File: src/rtl/adder_pkg.sv
// Shared types and constants for the nibble-serial adder: slice width,
// controller state encoding and the nibble-index width helper.
package adder_pkg;

    localparam int SLICE_WIDTH = 4;

    typedef enum logic [1:0] {
        IDLE = 2'd0,
        RUN  = 2'd1,
        DONE = 2'd2
    } state_t;

    // Width of the nibble index; a one-nibble adder still needs a 1-bit index.
    function automatic int idx_width(input int nibbles);
        return (nibbles <= 1) ? 1 : $clog2(nibbles);
    endfunction

endpackage

File: src/rtl/nibble_serial_adder_if.sv
// Operation/result handshake bundle for nibble_serial_adder.
// NIBBLE_SERIAL_ADDER_SUBTRACT_EN adds the sub request bit.
interface nibble_serial_adder_if
    import adder_pkg::*;
#(
    parameter int NIBBLES = 4
);
    localparam int W = SLICE_WIDTH * NIBBLES;

    logic         in_valid;
    logic         in_ready;
    logic [W-1:0] a;
    logic [W-1:0] b;
    logic         carry_in;
`ifdef NIBBLE_SERIAL_ADDER_SUBTRACT_EN
    logic         sub;
`endif
    logic         out_valid;
    logic         out_ready;
    logic [W-1:0] sum;
    logic         carry_out;

    modport master (
        output in_valid,
        output a,
        output b,
        output carry_in,
`ifdef NIBBLE_SERIAL_ADDER_SUBTRACT_EN
        output sub,
`endif
        output out_ready,
        input  in_ready,
        input  out_valid,
        input  sum,
        input  carry_out
    );

    modport slave (
        input  in_valid,
        input  a,
        input  b,
        input  carry_in,
`ifdef NIBBLE_SERIAL_ADDER_SUBTRACT_EN
        input  sub,
`endif
        input  out_ready,
        output in_ready,
        output out_valid,
        output sum,
        output carry_out
    );

endinterface

File: src/rtl/adder_slice_4.sv
// 4-bit ripple-carry slice built from full adders.
// Latency: combinational. Backpressure: none.
// Shared by every nibble of the serial adder.
module adder_slice_4
    import adder_pkg::*;
(
    input  logic [SLICE_WIDTH-1:0] a,
    input  logic [SLICE_WIDTH-1:0] b,
    input  logic                   cin,
    output logic [SLICE_WIDTH-1:0] s,
    output logic                   cout
);
    logic [SLICE_WIDTH:0] c;

    assign c[0] = cin;

    for (genvar i = 0; i < SLICE_WIDTH; i++) begin : g_fa
        assign s[i]   = a[i] ^ b[i] ^ c[i];
        assign c[i+1] = (a[i] & b[i]) | (c[i] & (a[i] ^ b[i]));
    end

    assign cout = c[SLICE_WIDTH];

endmodule

File: src/rtl/nibble_serial_adder.sv
// Adds two W-bit operands one nibble per cycle through a single 4-bit slice.
// Latency: NIBBLES cycles from accept to out_valid; one operation in flight.
// Backpressure: result held in DONE until out_ready; in_ready only in IDLE.
// NIBBLE_SERIAL_ADDER_SUBTRACT_EN enables a-b via the sub request bit.
module nibble_serial_adder
    import adder_pkg::*;
#(
    parameter int NIBBLES = 4
) (
    input  logic                 clk,
    input  logic                 reset,
    nibble_serial_adder_if.slave bus
);
    localparam int IW = idx_width(NIBBLES);

    state_t                              state;
    state_t                              state_nxt;
    logic [IW-1:0]                       idx;
    logic [NIBBLES-1:0][SLICE_WIDTH-1:0] a_reg;
    logic [NIBBLES-1:0][SLICE_WIDTH-1:0] b_reg;
    logic [NIBBLES-1:0][SLICE_WIDTH-1:0] sum_reg;
    logic                                carry_reg;
    logic                                cout_reg;

    logic                   accept;
    logic                   last_nibble;
    logic                   sub_eff;
    logic [SLICE_WIDTH-1:0] slice_s;
    logic                   slice_c;

`ifdef NIBBLE_SERIAL_ADDER_SUBTRACT_EN
    assign sub_eff = bus.sub;
`else
    assign sub_eff = 1'b0;
`endif

    assign accept      = bus.in_valid && (state == IDLE);
    assign last_nibble = (idx == IW'(NIBBLES - 1));

    always_ff @(posedge clk) begin
        if (reset) begin
            state <= IDLE;
        end else begin
            state <= state_nxt;
        end
    end

    always_comb begin
        state_nxt = state;
        case (state)
            IDLE:    if (bus.in_valid)  state_nxt = RUN;
            RUN:     if (last_nibble)   state_nxt = DONE;
            DONE:    if (bus.out_ready) state_nxt = IDLE;
            default:                    state_nxt = IDLE;
        endcase
    end

    always_comb begin
        bus.in_ready  = (state == IDLE);
        bus.out_valid = (state == DONE);
    end

    adder_slice_4 u_slice (
        .a    (a_reg[idx]),
        .b    (b_reg[idx]),
        .cin  (carry_reg),
        .s    (slice_s),
        .cout (slice_c)
    );

    // Subtraction is a + ~b + 1, so the inversion and forced carry happen at capture.
    always_ff @(posedge clk) begin
        if (reset) begin
            idx       <= '0;
            carry_reg <= 1'b0;
            a_reg     <= '0;
            b_reg     <= '0;
            sum_reg   <= '0;
            cout_reg  <= 1'b0;
        end else begin
            case (state)
                IDLE: begin
                    if (accept) begin
                        a_reg     <= bus.a;
                        b_reg     <= sub_eff ? ~bus.b : bus.b;
                        carry_reg <= sub_eff | bus.carry_in;
                        sum_reg   <= '0;
                        idx       <= '0;
                    end
                end
                RUN: begin
                    sum_reg[idx] <= slice_s;
                    carry_reg    <= slice_c;
                    if (last_nibble) begin
                        idx      <= '0;
                        cout_reg <= slice_c;
                    end else begin
                        idx <= idx + 1'b1;
                    end
                end
                default: ;
            endcase
        end
    end

    assign bus.sum       = sum_reg;
    assign bus.carry_out = cout_reg;

endmodule

File: src/flat_wrapper.sv
// flat-port wrapper written by rule: the top's interface ports become plain ports
module nibble_serial_adder_flat import adder_pkg::*;
#(
    parameter int NIBBLES = 4
)
  (clk, reset, bus_in_valid, bus_a, bus_b, bus_carry_in, bus_out_ready, bus_in_ready, bus_out_valid, bus_sum, bus_carry_out);
  nibble_serial_adder_if #(.NIBBLES(NIBBLES)) bus_i ();
  input  logic clk;
  input  logic reset;
  input wire logic [$bits(bus_i.in_valid)-1:0] bus_in_valid;
  input wire logic [$bits(bus_i.a)-1:0] bus_a;
  input wire logic [$bits(bus_i.b)-1:0] bus_b;
  input wire logic [$bits(bus_i.carry_in)-1:0] bus_carry_in;
  input wire logic [$bits(bus_i.out_ready)-1:0] bus_out_ready;
  output wire logic [$bits(bus_i.in_ready)-1:0] bus_in_ready;
  output wire logic [$bits(bus_i.out_valid)-1:0] bus_out_valid;
  output wire logic [$bits(bus_i.sum)-1:0] bus_sum;
  output wire logic [$bits(bus_i.carry_out)-1:0] bus_carry_out;
  assign bus_i.in_valid = bus_in_valid;
  assign bus_i.a = bus_a;
  assign bus_i.b = bus_b;
  assign bus_i.carry_in = bus_carry_in;
  assign bus_i.out_ready = bus_out_ready;
  assign bus_in_ready = bus_i.in_ready;
  assign bus_out_valid = bus_i.out_valid;
  assign bus_sum = bus_i.sum;
  assign bus_carry_out = bus_i.carry_out;
  nibble_serial_adder #(.NIBBLES(NIBBLES)) u_core (.clk(clk), .reset(reset), .bus(bus_i));
endmodule
File: config.mk
export PLATFORM = sky130hd
export DESIGN_NAME = nibble_serial_adder_flat
export DESIGN_NICKNAME = d
export VERILOG_FILES = /design/src/rtl/adder_pkg.sv /design/src/rtl/nibble_serial_adder_if.sv /design/src/rtl/adder_slice_4.sv /design/src/rtl/nibble_serial_adder.sv /design/src/flat_wrapper.sv
export SDC_FILE = /design/constraint.sdc
export NUM_CORES = 1
export LEC_CHECK = 0
export ABC_AREA = 1
export CAP_MARGIN = 15
export CORE_UTILIZATION = 40
export CTS_CLUSTER_DIAMETER = 150
export DETAILED_ROUTE_END_ITERATION = 16
export PLACE_DENSITY = 0.66
export SETUP_SLACK_MARGIN = 0.1
export SYNTH_ARGS = -nofsm -noshare
export SYNTH_HDL_FRONTEND = slang
export SYNTH_SLANG_ARGS = --single-unit
File: constraint.sdc
create_clock -name clk -period 7.3 [get_ports clk]
set_input_delay 1.095 -clock clk [delete_from_list [all_inputs] [get_ports clk]]
set_output_delay 1.095 -clock clk [all_outputs]
set_load 0.02 [all_outputs]
**Yosys cells after proc, flatten, opt, wreduce, memory -nomap -nowiden**

Index checks and enable logic that the tools add are counted.

- Add/subtract/negate cells: 1
- $mul: 0
- Div/mod/pow operators: 0
- Order comparisons: 2
- Eq/ne operators: 7
- Shift-type cells: 0
- Mux-type cells: 18
- Bitwise logic cells: 20
- Reduce and logical (&&, ||, !) cells: 8

Operators with widths:

| kind | count |
|---|---|
| one-hot mux 16 bit (2 select lines) | 1 |
| binary-select mux 4 bit (select 2 bit) | 2 |
| bitwise mux 16 bit | 1 |
| two-way mux 16 bit | 1 |
| two-way mux 4 bit | 3 |
| two-way mux 2 bit | 5 |
| bitwise AND 1 bit | 8 |
| demux 4 bit (select 2 bit) | 1 |
| bitwise XOR 1 bit | 8 |
| one-hot mux 2 bit (3 select lines) | 1 |
| AND reduction 2 bit | 3 |
| == test 2 bit (second input constant) | 2 |
| != test 2 x 1 -> 1 bit (second input constant) | 2 |
| != test 2 bit (second input constant) | 2 |
| bitwise OR 1 bit | 4 |
| one-hot mux 2 bit (2 select lines) | 1 |
| less-than comparator 2 x 3 -> 1 bit (second input constant) | 1 |
| AND reduction 3 bit | 1 |
| adder 2 x 1 -> 2 bit (second input constant) | 1 |
| == test 2 x 1 -> 1 bit (second input constant) | 1 |
| greater-or-equal comparator 2 x 1 -> 1 bit (second input constant) | 1 |
| logical AND 1 bit | 2 |
| logical NOT 2 bit | 1 |
| one-hot mux 1 bit (2 select lines) | 1 |
| other kinds (2) | 2 |

- Bits in registers: 54
- Bits in latches: 0
- Memory bits (writable): 0
- ROM bits: 0
- Bits of input ports: 37
- Output and inout port bits: 19
- Memories: 0

**Logic depth before layout (Yosys ltp)**

Gate-level depths: netlist of the first run.

- Depth in word-level cells: 12
- Depth in mapped cells: 15
- Mapped depth without buffers: 15

**Hierarchy**

From an unflattened synthesis of the first run, not the netlist that was laid out.

- Cell total of the unflattened synthesis: 326
- Area total of the unflattened synthesis: 2453.6 um2

By module, submodules not included:

| module | instances | cells each | area each (um2) | seq. area each (um2) |
|---|---|---|---|---|
| nibble_serial_adder | 1 | 312 | 2336.0 | 1081.0 |
| adder_slice_4 | 1 | 14 | 117.6 | 0.0 |

**Least setup slack after synthesis of the first run**

Ideal clock, no wire load.

- Path type: register to register
- Start: register u_core.idx[0]
- End: register u_core.sum_reg, in the netlist u_core.bus.sum[15]
- Data arrival time: 2473 ps
- Setup slack: 4695 ps
- Stages on the path, launching flop included: 14
- Clock period less this slack: 2605 ps
- Cells stage by stage: dfxtp_1 -> clkbuf_1 -> nand2_1 -> o21ai_0 -> a21oi_1 -> fa_1 -> inv_1 -> fa_1 -> inv_1 -> fa_1 -> inv_1 -> fa_1 -> nand2_1 -> a21oi_1

- Cells in the longest elaborated chain, start to end: 12
- Elaborated cells between the ends (all ways): 25
- Those cells by class: order compare: 2; mux: 8; bitwise: 14; reduce/logical: 1

RTL lines:

| what | line | source |
|---|---|---|
| from (decl) | nibble_serial_adder.sv:18 | `logic [IW-1:0] idx;` |
| from (signal assigned) | nibble_serial_adder.sv:98 | `idx <= idx + 1'b1;` |
| binary-select mux 4 bit (select 2 bit) (on tied branches) | nibble_serial_adder.sv:64, nibble_serial_adder.sv:65 |  |
| two-way mux 4 bit (on tied branches) | nibble_serial_adder.sv:64, nibble_serial_adder.sv:65 |  |
| bitwise XOR 1 bit | adder_slice_4.sv:19 | `assign c[i+1] = (a[i] & b[i]) \| (c[i] & (a[i] ^ b[i]));` |
| bitwise AND 1 bit | adder_slice_4.sv:19 |  |
| bitwise OR 1 bit | adder_slice_4.sv:19 |  |
| bitwise AND 1 bit | adder_slice_4.sv:19 |  |
| bitwise OR 1 bit | adder_slice_4.sv:19 |  |
| bitwise AND 1 bit | adder_slice_4.sv:19 |  |
| bitwise OR 1 bit | adder_slice_4.sv:19 |  |
| bitwise XOR 1 bit | adder_slice_4.sv:18 | `assign s[i] = a[i] ^ b[i] ^ c[i];` |
| bitwise mux 16 bit (*) | nibble_serial_adder.sv:92 | `sum_reg[idx] <= slice_s;` |
| one-hot mux 16 bit (2 select lines) (*) | nibble_serial_adder.sv:81 | `case (state)` |
| to (signal, indexed assignment) | nibble_serial_adder.sv:92 |  |
| to (decl) | nibble_serial_adder.sv:21 | `logic [NIBBLES-1:0][SLICE_WIDTH-1:0] sum_reg;` |

Every way passes the cells marked *; elsewhere a longest branch is shown, timed or not. The select of a mux whose other input is x is not followed.
A chain may end at the register's enable or synchronous reset.

**Worst setup path after layout of the first run**

- Start: register u_core.idx[0]
- End: register u_core.sum_reg, in the netlist u_core.bus.sum[11]

Same word-level chain as after synthesis.

==> results.toml, run 1 <==
[place]
dpl.cell_count = 428
routabilityCongestion = 0.824
place_hpwl_mm = 3.69
portBuffers = 55
place_area_sq_um = 2900

[drt]
wl_per_cell_um = 12.0
postRouteAntennaNets = 0
post-route-drc-count = 0
routed_wl_mm = 5.21
dr.pass1.iters = 4
post_drt_via_cell_ratio = 4.89
drt_iter0_drc = 117
num_vias = 2129

[clocking]
clock-root-buffer = "clkbuf_8"
cts_sinks = 54
cts_buffers = 5
clkLatencyLatePin_ps = 300
htree_levels = 2
clkSlewWorstSetupHoldPaths_ps = 90
cts_tree = "yes"
clk_path_buf_depth = 2
cts_setup_buffers = 0
cts_resized = 0
postCtsHoldBufs = 0

[global_route]
grtUsageTotal = 0.183
antenna_found_initial = 0
grt_pass1_wl_mm = 9.00
grt_max_degree = 50
gr-total-overflow = 0
grt_pass1_vias = 1979

[pwr]
ir_drop_v = 0.000110
power.density_nw_per_um2 = 201
leakage_uw = 0.00118

[logic_synthesis]
yosys.cell_types.count = 22
synth_common_cells = "nor2_1 (87), dfxtp_1 (54), o21ai_0 (46)"
postSynthCellCount = 319
synth_top_area_frac = 0.455
ys_async_sr_fraction = 0
synth_ff_type = "dfxtp_1"
yosysWarnings = 0
synth_seq_cells = 54
syn_area_sq_um = 2370
synth_area_leaders = "dfxtp_1 (46%), nor2_1 (14%), o21ai_0 (9.7%), a21oi_1 (4.8%), nand2_1 (4.6%)"
synth_edf_count = 0
yosysSeqAreaShare = 0.455
avgSynthCellArea_sq_um = 7.44
yosys.area.top_type = "dfxtp_1"
synth_nets = 364
synth.most_common_cell = "nor2_1"

[sta]
worst_slew_pin_slew_ps = 820
drv_slew = 0
finalCriticalPeriod_ps = 3370
tns_ps = 0
relSlewSlack = 0.453
finalHoldViolCount = 0
finClkSkew_ps = 7.20
fmax_ghz = 0.297
period_share = 0.462
setup_viol = 0
rsz0062_at_grt = "no"

[setup_path]
crit_path_start_kind = "flip-flop"
cp_data_required_time_ps = 7510
path_buf_inv = 4
crit_type = "flip-flop to flip-flop"
path_depth = 13
setup.worst_path.end_class = "flip-flop"
cp_max_fo = 24
reg2reg_depth = 13
slowest_stage = "dfxtp_1"
crit_family = "adder cells"
cp.arrival_ps = 3580
path_cells = "inv_1, nor2_1, nor2_1, a21oi_1, fa_1, inv_1, fa_1, inv_1, fa_1, inv_1, fa_1, nand2_1, a21oi_1"
cp_slowest_stage_delay_ps = 790

[floorplanning]
ioPinCount = 56
die_height_um = 79.1
die_x_um = 79.1
dieArea_sq_um = 6250
initial_core_util = 0.423
row_count = 27
fp.coreArea_sq_um = 5610

[layout]
drive_gt1_frac = 0.0275
fin_nets = 408
nFillCells = 587
finalNonFillerCells = 435
syn_to_final_growth_pct = 25.5
final_core_util = 0.531
diodes = 0
fin_area_sq_um = 2980

[worst_hold_path]
holdPathStages = 2
hp-class = "flip-flop to flip-flop"

[run_status]
outcome = "finished, final reports clean"

[job]
cap_violations = 0
## path summary, 6_finish.rpt
kind                                           start                    to  slack [ps]
worst max-delay path                   u_core.idx[0]    u_core.bus.sum[11]        3930
worst min-delay path            u_core.bus.carry_out  u_core.bus.carry_out         470
worst min register to register  u_core.bus.carry_out  u_core.bus.carry_out         470
worst max register to register         u_core.idx[0]    u_core.bus.sum[11]        3930
## cell usage in the layout (no fill, tap or decap), drive strengths merged
master / count
ha: 4
clkbuf: 7
fa: 4
inv: 21
o22ai: 4
clkdlybuf4s50: 55
dfxtp: 54
nand2: 30
o21ai: 50
clkinv: 1
nand3: 21
a21oi: 23
o21a: 1
nor2: 88
## where the power goes
group,switching [uW],internal (uW)
Clock,87.5,66.3
Combinational,66.2,50.3
Sequential,14.6,314
Total,168,430
## logic make-up (layout without fill, tap and decap cells)
| kind of cell | after synthesis | in the layout | synth area share |
|---|---|---|---|
| AO/OA/AOI/OAI | 78 | 78 | 0.169 |
| adder cells (fa/ha/maj) | 8 | 8 | 0.0548 |
| AND/OR/NAND/NOR | 139 | 139 | 0.239 |
| buffers and inverters | 40 | 84 | 0.0817 |
| flip-flops | 54 | 54 | 0.455 |
## layout make-up
cell class                      count  area (sq um)  share of cell area
Clock buffer                        7          76.3              0.0256
Inverter                           22          82.6              0.0277
Multi-Input combinational cell    225          1100               0.369
Sequential cell                    54          1080               0.363
Tap cell                           72          90.1              0.0302
Timing Repair Buffer               55           551               0.185
## metrics by stage
| step | power [uW] | worst slack [ps] | hold slack [ps] |
|---|---|---|---|
| after floorplan | 409 | 4700 | 449 |
| after global placement | 450 | 4180 | 456 |
| after detailed placement | 453 | 3940 | 468 |
| after CTS | 605 | 3880 | 480 |
| after global routing | 637 | 3580 | 508 |
| final | 599 | 3930 | 474 |
## metal layers
| layer | vias to the layer above | wire length (um) | part of all wire | track usage |
|---|---|---|---|---|
| li1 | 1115 | - | - | - |
| met1 | 952 | 2470 | 0.47 | 0.238 |
| met2 | 55 | 2450 | 0.47 | 0.293 |
| met3 | 7 | 228 | 0.044 | 0.0517 |
| met4 | 0 | 55 | 0.011 | 0.0527 |
| met5 | - | 0 | 0 | 0 |
## worst min-delay path: cells and delay by family (launching register included)
family	cells	cell delay, ps
compound gates	1	60
simple gates	1	60
flops	1	320
Power figures use the tool's default switching activity.
==> run 2, diff against run 1 <==
--- a/config.mk
+++ b/config.mk
@@ -10,7 +10,7 @@
 export CORE_UTILIZATION = 40
 export CTS_CLUSTER_DIAMETER = 150
 export DETAILED_ROUTE_END_ITERATION = 16
-export PLACE_DENSITY = 0.66
+export PLACE_DENSITY = 0.69
 export SETUP_SLACK_MARGIN = 0.1
 export SYNTH_ARGS = -nofsm -noshare
 export SYNTH_HDL_FRONTEND = slang
==> constraint.sdc (replaced) <==
create_clock -name clk -period 3 [get_ports clk]
set_input_delay 0.45 -clock clk [delete_from_list [all_inputs] [get_ports clk]]
set_output_delay 0.45 -clock clk [all_outputs]
set_load 0.02 [all_outputs]
==> results.toml, run 2 (same netlist as run 1, synthesis figures left out) <==
[floorplanning]
die_x_um = 79.1
dieArea_sq_um = 6250
fp.coreArea_sq_um = 5610
ioPinCount = 56
row_count = 27
initial_core_util = 0.423
die_height_um = 79.1

[pwr]
ir_drop_v = 0.000242
power.density_nw_per_um2 = 506
seq_power_share = 0.516
p_int_uw = 1120
p_clk_frac = 0.299
p_comb_frac = 0.185
leakage_uw = 0.00123
p_sw_uw = 420
swShare = 0.272

[clocking]
cts_sinks = 54
cts_resized = 0
clkLatencyLatePin_ps = 300
cts_tree = "yes"
clock-root-buffer = "clkbuf_8"
postCtsHoldBufs = 0
clkSlewWorstSetupHoldPaths_ps = 90
htree_levels = 2
cts_buffers = 5
cts_setup_buffers = 0
clk_path_buf_depth = 2

[place]
place_hpwl_mm = 3.75
portBuffers = 55
routabilityCongestion = 0.854

[layout]
multi_input_area_sq_um = 1100
diodes = 0
final_cell_mix = "nor2_1 (87), clkdlybuf4s50_1 (55), dfxtp_1 (53)"
fin_nets = 413
regArea_sq_um = 1080
layout_commonest_cell = "nor2_1"
drive_gt1_frac = 0.0515
syn_to_final_growth_pct = 28.6
nFillCells = 603
final_core_util = 0.544

[drt]
postRouteAntennaNets = 0
wl_per_cell_um = 11.3
post-route-drc-count = 0
routed_wl_mm = 5.00
dr.max_layer_used = "met4"
drt-met1-wl_mm = 2.52
num_vias = 2093
post_drt_via_cell_ratio = 4.75
wl_met2_mm = 2.23
dr_wl_met3_um = 192
drt_iter0_drc = 129
dr.pass1.iters = 4

[run_status]
outcome = "finished, final reports clean"

[sta]
finalCriticalPeriod_ps = 2720
relSlewSlack = 0.479
rsz0062_at_grt = "no"
fmax_ghz = 0.368
finClkSkew_ps = 3.98
period_share = 0.905
finalHoldViolCount = 0
setup_viol = 0
tns_ps = 0
drv_slew = 0
worst_slew_pin_slew_ps = 781

[global_route]
gr-total-overflow = 0
grt_pass1_vias = 1841
grt_max_degree = 50
grt_pass1_wl_mm = 8.47
grtUsageTotal = 0.172
antenna_found_initial = 0

[job]
cap_violations = 0

[setup_path]
cp_max_fo = 10
cp.arrival_ps = 2950
crit_type = "flip-flop to flip-flop"
cp_data_required_time_ps = 3240
crit_path_start_kind = "flip-flop"
setup.worst_path.end_class = "flip-flop"

[worst_hold_path]
hp-class = "flip-flop to flip-flop"
==> run 2: cell types whose count changed in the layout (fill, tap and decap cells not counted) <==
cell	change
dfxtp_1	-1
clkbuf_1	-2
dfxtp_2	+1
buf_4	+5
clkbuf_8	+3
==> run 2: metal layers <==
| metal | track usage | vias up |
|---|---|---|
| li1 | - | 1123 |
| met1 | 0.228 | 922 |
| met2 | 0.279 | 42 |
| met3 | 0.0437 | 6 |
| met4 | 0.0436 | 0 |
| met5 | 0 | - |
==> run 2: final cells by class <==
| type | instances | share of cell area |
|---|---|---|
| multi-input combinational | 225 | 0.360 |
| sequential | 54 | 0.355 |
| timing repair buffer | 60 | 0.193 |
| clock buffer | 8 | 0.0361 |
| tap | 72 | 0.0295 |
| inverter | 22 | 0.0270 |
==> run 2: final timing paths <==
path,start,endpoint,slack [ps],cells past startpoint
setup reg to reg,u_core.idx[1],u_core.bus.sum[11],280,11
hold / removal,u_core.a_reg[5],u_core.a_reg[5],480,2
hold reg to reg,u_core.a_reg[5],u_core.a_reg[5],480,2
setup / recovery,u_core.idx[1],u_core.bus.sum[11],280,11
==> run 2: worst max-delay path, stage by stage, from the launching register on <==
cell,delay [ps]
dfxtp_1,460
clkinv_1,290
a21oi_1,250
fa_1,190
inv_1,50
fa_1,350
inv_1,80
fa_1,160
inv_1,50
fa_1,550
nand2_1,70
a21oi_1,150
==> run 2: power by group through the flow <==
stage / Combinational (uW) / Sequential [uW] / Clock [uW]
after floorplan: 188 / 807 / 0
after global placement: 286 / 812 / 0
after detailed placement: 289 / 813 / 0
after CTS: 290 / 796 / 470
after global routing: 327 / 803 / 501
final: 286 / 796 / 462
==> run 2: through the flow <==
stage                     cell area (sq um)  std cells  hold slack [ps]  power (uW)  setup slack, ps
final                                  3050        441              483        1540              284
after global routing                   3050        441              506        1630              102
after CTS                              3050        441              488        1560              142
after detailed placement               2940        433              468        1100              160
after global placement                 2940        433              455        1100              280
after floorplan                        2370        319              449         995              395
==> run 3, diff against run 2 <==
--- a/config.mk
+++ b/config.mk
@@ -10,7 +10,7 @@
 export CORE_UTILIZATION = 40
 export CTS_CLUSTER_DIAMETER = 150
 export DETAILED_ROUTE_END_ITERATION = 16
-export PLACE_DENSITY = 0.69
+export PLACE_DENSITY = 0.67
 export SETUP_SLACK_MARGIN = 0.1
 export SYNTH_ARGS = -nofsm -noshare
 export SYNTH_HDL_FRONTEND = slang
==> results.toml, run 3 (same netlist as run 1, synthesis figures left out) <==
[run_status]
outcome = "finished, final reports clean"

[global_route]
grt_max_degree = 35
antenna_found_initial = 0
gr-total-overflow = 0
grt_pass1_wl_mm = 9.08
grt_pass1_vias = 2036
grtUsageTotal = 0.183

[drt]
postRouteAntennaNets = 0
post_drt_via_cell_ratio = 4.85
dr.pass1.iters = 4
post-route-drc-count = 0
drt_iter0_drc = 150
drt-met1-wl_mm = 2.44
dr_wl_met3_um = 208
routed_wl_mm = 5.16
wl_per_cell_um = 11.7
dr.max_layer_used = "met4"
wl_met2_mm = 2.45
num_vias = 2135

[pwr]
ir_drop_v = 0.000305
seq_power_share = 0.546
p_int_uw = 1050
swShare = 0.280
leakage_uw = 0.00121
p_comb_frac = 0.198
p_sw_uw = 409
p_clk_frac = 0.256
power.density_nw_per_um2 = 483
power_uw = 1460

[worst_hold_path]
hp-class = "flip-flop to flip-flop"
holdPathStages = 2
worstHoldEndpoint = "u_core.bus.carry_out"
worstHoldStart = "u_core.bus.carry_out"

[sta]
fmax_ghz = 0.374
finalHoldViolCount = 0
relSlewSlack = 0.477
finalCriticalPeriod_ps = 2680
setup_viol = 0
rsz0062_at_grt = "no"
period_share = 0.892
finClkSkew_ps = 11.9
tns_ps = 0
worst_slew_pin_slew_ps = 783
drv_slew = 0

[floorplanning]
ioPinCount = 56
row_count = 27
dieArea_sq_um = 6250
die_height_um = 79.1
initial_core_util = 0.423
fp.coreArea_sq_um = 5610
die_x_um = 79.1

[clocking]
cts_setup_buffers = 0
cts_sinks = 54
cts_buffers = 5
clk_path_buf_depth = 2
clkLatencyLatePin_ps = 300
clock-root-buffer = "clkbuf_8"
htree_levels = 2
cts_tree = "yes"
clkSlewWorstSetupHoldPaths_ps = 90

[place]
routabilityCongestion = 0.889
place_hpwl_mm = 3.88
portBuffers = 55

[setup_path]
cp_max_fo = 12
path_cells = "inv_1, nor2_1, nor2_1, a21oi_1, fa_1, inv_1, fa_1, inv_1, fa_1, inv_1, fa_1, nand2_1, a21oi_1"
reg2reg_depth = 13
cp_data_required_time_ps = 3190
slowest_stage = "fa_1"
reg2reg_from = "u_core.idx[0]"
cp_slowest_stage_delay_ps = 460
r2r_slack_ps = 320
crit_path_start_kind = "flip-flop"
rr_endpoint = "u_core.bus.sum[11]"
setup.worst_path.end_class = "flip-flop"
crit_type = "flip-flop to flip-flop"
cp.arrival_ps = 2860

[layout]
syn_to_final_growth_pct = 27.3
final_cell_mix = "nor2_1 (87), clkdlybuf4s50_1 (55), dfxtp_1 (52)"
nFillCells = 600
diodes = 0
fin_nets = 413
layout_commonest_cell = "nor2_1"
drive_gt1_frac = 0.0489

[job]
cap_violations = 0
==> run 3: worst max-delay path, delay by kind of cell (launching register included) <==
kind                       cells  cell delay, ps
DFF                            1             380
AOI/OAI and AO/OA              2             120
and+or+nand+nor                3             270
adders and majority gates      4            1360
buffers and inverters          4             420
==> run 3: metal layers <==
layer,track usage,up-vias
met5,0,-
li1,-,1125
met4,0.0436,0
met2,0.321,44
met3,0.0414,7
met1,0.227,959
==> run 3: worst max-delay path by stage <==
stage / cells past startpoint / start / endpoint / slack, ps
6_report: 13 / u_core.idx[0] / u_core.bus.sum[11] / 320
5_1_grt: 13 / u_core.idx[0] / u_core.bus.sum[3] / 130
4_1_cts: 11 / u_core.idx[1] / u_core.bus.sum[11] / 170
3_5_place_dp: 11 / u_core.idx[1] / u_core.bus.sum[11] / 210
3_3_place_gp: 13 / u_core.idx[0] / u_core.bus.sum[3] / 300
2_1_floorplan: 13 / u_core.idx[0] / u_core.bus.sum[15] / 400
==> run 3: metrics by stage <==
stage,hold WS [ps],utilization,cells,cell area [sq um],worst slack [ps]
floorplan,449,-,319,2370,395
detailed placement,458,0.525,433,2940,212
global route,497,0.539,440,3020,131
finish,470,0.539,440,3020,323
CTS,472,0.538,440,3020,174
global placement,455,0.525,433,2940,303
==> run 3: power groups by stage <==
stage	sequential (uW)	combinational, uW	clock [uW]
finish	798	289	375
global route	804	329	412
CTS	797	294	380
detailed placement	814	293	0
global placement	813	287	0
floorplan	807	188	0
==> run 3: timing repair <==
item,CTS,global route
resized for setup,0,3
hold buffers,0,0
setup endpoints to repair,0,5
hold endpoints to repair,0,0
==> run 3: final cells by class <==
cell class | instances | area, sq um | area share
tap | 72 | 90.1 | 0.0298
sequential | 54 | 1080 | 0.358
timing repair buffer | 60 | 588 | 0.194
clock buffer | 7 | 76.3 | 0.0252
inverter | 22 | 86.3 | 0.0285
multi-input combinational | 225 | 1100 | 0.364
